## src/rtl/pipelined_adder_tree.sv

```systemverilog
// Pipelined adder tree over 2**N_STAGE lanes feeding a saturating accumulator.
// A valid bit and an acc_en bit travel alongside each sample through the tree.
module pipelined_adder_tree #(
   parameter  int unsigned N_STAGE = 5,
   parameter  int unsigned IN_W    = 2,
   parameter  int unsigned SIGNED  = 0,
   parameter  int unsigned PIPE    = 1,
   parameter  int unsigned ACC_W   = 16,
   localparam int unsigned L       = 1 << N_STAGE,
   localparam int unsigned OUT_W   = IN_W + N_STAGE
) (
   input  logic               clk,
   input  logic               reset,
   input  logic               in_valid,
   input  logic [L*IN_W-1:0]  x,
   input  logic               acc_en,
   input  logic               acc_clr,
   output logic               sum_valid,
   output logic [OUT_W-1:0]   sum,
   output logic [ACC_W-1:0]   acc,
   output logic               acc_sat
);

   localparam bit SX = (SIGNED != 0);

   for (genvar s = 0; s <= N_STAGE; s++) begin : g_stg
      localparam int unsigned W = IN_W + s;
      localparam int unsigned N = L >> s;

      logic [W-1:0] w_node [N];
      logic         w_v;
      logic         w_e;

      if (s == 0) begin : g_in
         for (genvar k = 0; k < N; k++) begin : g_lane
            assign w_node[k] = x[k*IN_W +: IN_W];
         end
         assign w_v = in_valid;
         assign w_e = acc_en;
      end else begin : g_add
         logic [W-1:0] w_add [N];

         for (genvar k = 0; k < N; k++) begin : g_pair
            logic [W-2:0] w_a;
            logic [W-2:0] w_b;
            assign w_a      = g_stg[s-1].w_node[2*k];
            assign w_b      = g_stg[s-1].w_node[2*k+1];
            assign w_add[k] = {SX & w_a[W-2], w_a} + {SX & w_b[W-2], w_b};
         end

         // The final stage is always registered so sum/sum_valid are flop outputs.
         if (PIPE != 0 || s == N_STAGE) begin : g_reg
            logic [W-1:0] r_node [N];
            logic         r_v;
            logic         r_e;

            // Data only loads on a valid sample, so bubbles hold the last value.
            always_ff @(posedge clk) begin
               if (reset) begin
                  r_v    <= 1'b0;
                  r_e    <= 1'b0;
                  r_node <= '{default: '0};
               end else begin
                  r_v <= g_stg[s-1].w_v;
                  r_e <= g_stg[s-1].w_e;
                  if (g_stg[s-1].w_v) r_node <= w_add;
               end
            end

            assign w_node = r_node;
            assign w_v    = r_v;
            assign w_e    = r_e;
         end else begin : g_comb
            assign w_node = w_add;
            assign w_v    = g_stg[s-1].w_v;
            assign w_e    = g_stg[s-1].w_e;
         end
      end
   end

   logic              w_out_en;
   logic              w_add_now;
   logic [ACC_W:0]    w_sum_x;
   logic [ACC_W:0]    w_acc_x;
   logic [ACC_W:0]    w_tot;
   logic [ACC_W-1:0]  w_acc_nxt;
   logic              w_sat_nxt;
   logic [ACC_W-1:0]  r_acc;
   logic              r_sat;

   assign sum_valid = g_stg[N_STAGE].w_v;
   assign sum       = g_stg[N_STAGE].w_node[0];
   assign w_out_en  = g_stg[N_STAGE].w_e;
   assign w_add_now = sum_valid & w_out_en;

   // One guard bit above ACC_W makes the add exact; clipping looks at it.
   assign w_sum_x = {{(ACC_W + 1 - OUT_W){SX & sum[OUT_W-1]}}, sum};
   assign w_acc_x = {SX & r_acc[ACC_W-1], r_acc};
   assign w_tot   = w_acc_x + w_sum_x;

   always_comb begin
      w_acc_nxt = r_acc;
      w_sat_nxt = r_sat;
      if (acc_clr) begin
         w_acc_nxt = w_add_now ? w_sum_x[ACC_W-1:0] : '0;
         w_sat_nxt = 1'b0;
      end else if (w_add_now) begin
         if (!SX && w_tot[ACC_W]) begin
            w_acc_nxt = '1;
            w_sat_nxt = 1'b1;
         end else if (SX && (w_tot[ACC_W] != w_tot[ACC_W-1])) begin
            w_acc_nxt = w_tot[ACC_W] ? {1'b1, {(ACC_W-1){1'b0}}}
                                     : {1'b0, {(ACC_W-1){1'b1}}};
            w_sat_nxt = 1'b1;
         end else begin
            w_acc_nxt = w_tot[ACC_W-1:0];
         end
      end
   end

   always_ff @(posedge clk) begin
      if (reset) begin
         r_acc <= '0;
         r_sat <= 1'b0;
      end else begin
         r_acc <= w_acc_nxt;
         r_sat <= w_sat_nxt;
      end
   end

   assign acc     = r_acc;
   assign acc_sat = r_sat;

endmodule

```

## config.mk

```make
export PLATFORM = sky130hd
export DESIGN_NAME = pipelined_adder_tree
export DESIGN_NICKNAME = d
export VERILOG_FILES = /design/src/rtl/pipelined_adder_tree.sv
export SDC_FILE = /design/constraint.sdc
export NUM_CORES = 1
export LEC_CHECK = 0
export CAP_MARGIN = 0
export CORE_AREA = 4 4 131 133
export CTS_BUF_LIST = sky130_fd_sc_hd__clkbuf_2 sky130_fd_sc_hd__clkbuf_4 sky130_fd_sc_hd__clkbuf_8
export DETAILED_ROUTE_END_ITERATION = 8
export DIE_AREA = 0 0 135 137
export PLACE_DENSITY = 0.67
export REMOVE_ABC_BUFFERS = 1
export SYNTH_ARGS = -nofsm -noshare
export SYNTH_HDL_FRONTEND = slang
export SYNTH_SLANG_ARGS = --single-unit
```

## constraint.sdc

```tcl
create_clock -name clk -period 2.53 [get_ports clk]
set_clock_uncertainty 0.05 [all_clocks]
set_input_delay 0.3795 -clock clk [delete_from_list [all_inputs] [get_ports clk]]
set_output_delay 0.3795 -clock clk [all_outputs]
set_load 0.01 [all_outputs]
```

# Word level (Yosys, flattened, before mapping)
# Index checks and enable logic that the tools add are counted.
[totals] inputBits=69 register_bits=146
[classes] muxes=4 n_bitwise=1 add_sub_neg=32 reduce_logical=3
[ops] operator="adder 2 x 2 -> 3 bit" count=16
[ops] operator="two-way mux 16 bit" count=3
[ops] operator="adder 3 x 3 -> 4 bit" count=8
[ops] operator="adder 4 x 4 -> 5 bit" count=4
[ops] operator="adder 16 x 7 -> 17 bit" count=1
[ops] operator="adder 5 x 5 -> 6 bit" count=2
[ops] operator="adder 6 x 6 -> 7 bit" count=1
[ops] operator="two-way mux 7 bit" count=1
[ops] operator="AND reduction 2 bit" count=1
[ops] operator="nonzero test 2 bit" count=1
[ops] operator="OR reduction 2 bit" count=1
[ops] operator="AND 1 bit" count=1

# Depth between registers and ports, before layout
[depth] ltp_word=4 ltp_mapped=8 mapped_depth_nobuf=8

# Worst setup path before layout
# Ideal clock, no wire load.
[synth_timing] kind="register to register" startpoint="register g_stg[5].g_add.g_reg.r_node, in the netlist sum[0]" endpoint="register r_acc[6] (netlist: acc[6])" arrival_time_ns=1.862 synth_period_minus_slack_ns=2.031 stages_incl_launch_ff=8 path_buffers=0 slack_ns=0.499 path_cell_list="dfxtp_1 > ha_1 > fa_1 > a211oi_2 > o21bai_1 > a21oi_1 > mux2i_1 > a211o_1"
[synth_between] elab_chain_cells=4
[synth_lines] element="from (decl)" line_no="53" text="logic [W-1:0] r_node [N];"
[synth_lines] element="from (signal assigned)" line_no="66" text="if (g_stg[s-1].w_v) r_node <= w_add;"
[synth_lines] element="adder 16 x 7 -> 17 bit" line_no="99" text="assign w_tot = w_acc_x + w_sum_x;"
[synth_lines] element="two-way mux 16 bit" line_no="108" text="if (!SX && w_tot[ACC_W]) begin"
[synth_lines] element="two-way mux 16 bit" line_no="107" text="end else if (w_add_now) begin"
[synth_lines] element="two-way mux 16 bit" line_no="104" text="if (acc_clr) begin"
[synth_lines] element="to (signal assigned)" line_no="126" text="r_acc <= w_acc_nxt;"
[synth_lines] element="to (decl)" line_no="88" text="logic [ACC_W-1:0] r_acc;"
# No other way between the ends. The select of a mux whose other input is x is not followed.
# A chain may end at the register's enable or synchronous reset.

# Worst setup path in the final report
[layout_timing] startpoint="register g_stg[5].g_add.g_reg.r_node, in the netlist sum[0]" endpoint="register r_acc[10] (netlist: acc[10])"
# The elaborated chain is that of the path after synthesis.

==> flow_summary.yaml <==
cts:
  cts.path.max_buffers: 2
  insertion_delay_ns: 0.44
  htree_levels: 4
  clock_sinks: 146
  cts_buffers: 17
  cts_resized: 0
  clockRootBuffer: "clkbuf_8"
  postCtsHoldBufs: 0
  cts.clk_slew.worst_paths_ns: 0.08
  cts_setup_buffers: 0
  cts_tree: "built"
power_and_ir_drop:
  seqPwrFrac_pct: 46.5
  swShare_pct: 23.23
  leakage_nw: 3.978
  pwr-share-comb_pct: 11.8
  vdd_drop_max_mv: 0.5408
  power.density_nw_per_um2: 568.6
  finalPower_w: 0.005362
  clockPowerShare_pct: 41.7
  p_switching_w: 0.001245
  power.internal_w: 0.004116
drt:
  ant_nets: 0
  vias: 5695
  routed_via_density: 5.163
  drtPass1Iterations: 4
  wl_per_cell_um: 13.84
  dr.first_iter.drc_count: 313
  drc: 0
  routed_wl_um: 15270
setup_path:
  critPathRequiredTime_ns: 2.84
  crit_chain: "ha_1 -> fa_1 -> a211oi_2 -> o21a_4 -> nor2_1 -> and4_1 -> nor3_1"
  cp_max_fo: 8
  crit_type: "flop to flop"
  reg2reg_depth: 7
  start_kind: "flop"
  cp.arrival_ns: 2.52
  critPathMaxStageDelay_ns: 0.43
  end_kind: "flop"
  crit_path_top_delay_cell: "fa_1"
global_route:
  top_usage_layer: "met2"
  antenna_found_initial: 0
  use_met1_pct: 21.21
  grt_max_degree: 120
  grt_pass1_wl_um: 26450
  grt_pass1_vias: 5771
  grt_use_met2_pct: 29.85
  overflow: 0
  met3_usage_pct: 4.559
  grt_usage_pct: 17.36
sta:
  rsz0062_at_grt: "false"
  fmax_mhz: 452.1
  worst_pin_slew_ns: 0.7564
  hold_viol: 0
  tns_ns: 0
  setup_viol: 0
  slew_viol_final: 0
  max_slew_margin_pct: 49.50
  hold_slack_ns: 0.2411
  timing.final.crit_period_ns: 2.212
  period_share_pct: 87.43
synth:
  asyncSetResetFlopFracSynth_pct: 0
  syn-cell-area_um2: 7820
  synthCells: 792
  ys_types: 53
  syn_avg_cell_area_um2: 9.874
  synthFlopType: "dfxtp_1"
  ys_ff_latch: 146
  synth_edf_count: 0
  yosysWarnings: 0
  synth.area.top_cells: "dfxtp_1, ha_1, mux2i_1"
  yosysTopAreaCellShare_pct: 37.38
  yosysTopAreaCell: "dfxtp_1"
  yosysSeqAreaShare_pct: 37.38
final_layout:
  layout_commonest_cell: "dfxtp_1"
  area_delta_synth_final_pct: 20.59
  final_nets: 1054
  final_area_um2: 9430
  final_util_pct: 59.58
  diodes: 0
  layout_common_cells: "dfxtp_1, nor2_1, clkdlybuf4s50_1, mux2i_1, ha_1"
  drive_gt1_share_pct: 5.862
floorplanning:
  io_pins: 94
  coreArea_um2: 15830
  die_area_um2: 18500
  start_util_pct: 49.41
  die_y_um: 137
  num_rows: 46
  die_w_um: 135
hold_path:
  holdPathStages: 2
  min_path_type: "primary input to flop"
placed_design:
  gp_congestion: 0.8548
  numPortBuffers: 93
  dp_hpwl_um: 11330
  placed_area_um2: 8937
job:
  maxCapViolCount: 0
run_status:
  outcome: "finished, final reports clean"
final cells by class:
cell class | instances | area [um2]
Fill cell | 1388 | 6397
Clock inverter | 10 | 202.7
Timing Repair Buffer | 98 | 985.9
Clock buffer | 22 | 290.3
Inverter | 51 | 191.4
Tap cell | 216 | 270.3
Sequential cell | 146 | 2924
Multi-Input combinational cell | 560 | 4566
worst paths after layout:
kind                                            start                             endpoint  slack, ns
setup / recovery                  sum[0]$_SDFFE_PP0P_                 acc[10]$_SDFFE_PP0P_       0.32
hold / removal                                  reset                  sum[2]$_SDFFE_PP0P_       0.24
setup reg to reg                  sum[0]$_SDFFE_PP0P_                 acc[10]$_SDFFE_PP0P_       0.32
hold reg to reg   g_stg[1].g_add.g_reg.r_e$_SDFF_PP0_  g_stg[2].g_add.g_reg.r_e$_SDFF_PP0_       0.40
cells by family (layout without fill, tap and decap cells):
family	after synthesis	count (layout)	synth area share, %
adders and majority gates	111	111	20.83
xor gates and xnor gates	25	25	2.800
DFF	146	146	37.38
muxes	89	89	11.39
and+or+nand+nor	211	211	12.59
buffers and inverters	86	181	4.240
AOI/OAI and AO/OA	124	124	10.77
layer usage:
layer,vias up,routed length [um]
met1,2647,7001
li1,2902,-
met3,28,659
met4,0,301
met2,118,7309
met5,-,0
power groups by stage:
stage,registers (W),logic [W],clock network [W]
finish,0.00249,0.000634,0.00223
global route,0.00251,0.000728,0.00240
CTS,0.00250,0.000646,0.00229
detailed placement,0.00255,0.000640,0
global placement,0.00254,0.000616,0
floorplan,0.00253,0.000371,0
critical path: cells and delay by family, from the launching register on:
family	cells	cell delay, ns
AOI/OAI and AO/OA	2	0.56
DFF	1	0.34
and+or+nand+nor	3	0.50
adders and majority gates	2	0.67
state kept, by name (all words and copies together), names as in the netlist:
register and flops:
g_stg.g_add.g_pair.w_b 56, acc 16, g_stg.g_add.g_reg.r_e 5, g_stg.g_add.g_pair.w_a 56
acc_sat 1, sum_valid 1, g_stg.g_add.g_reg.r_v 4, sum 7
synthesized netlist by cell type, drive strengths merged (2+ instances only):
| cell | n |
|---|---|
| o211ai | 3 |
| buf | 13 |
| xnor2 | 23 |
| a21oi | 25 |
| a31oi | 5 |
| and3 | 3 |
| a211oi | 24 |
| nor3b | 3 |
| and4 | 3 |
| nand2b | 3 |
| nand3 | 4 |
| o21ai | 24 |
| and2 | 3 |
| xor2 | 2 |
| ha | 79 |
| nor2 | 132 |
| a211o | 2 |
| dfxtp | 146 |
| fa | 32 |
| a21o | 19 |
| or3 | 3 |
| inv | 51 |
| nand2 | 15 |
| nor2b | 18 |
| clkbuf | 22 |
| mux2i | 89 |
| a311oi | 6 |
| nor3 | 17 |
| o21a | 5 |
| nand3b | 3 |
| a22oi | 4 |
metrics by stage:
stage / cells / setup WS (ns)
2_1_floorplan: 757 / 0.4987
3_3_place_gp: 1071 / 0.4171
3_5_place_dp: 1071 / 0.3698
4_1_cts: 1103 / 0.3165
5_1_grt: 1103 / 0.1682
6_report: 1103 / 0.3181
Note: power is estimated with default switching activity, not from simulation.
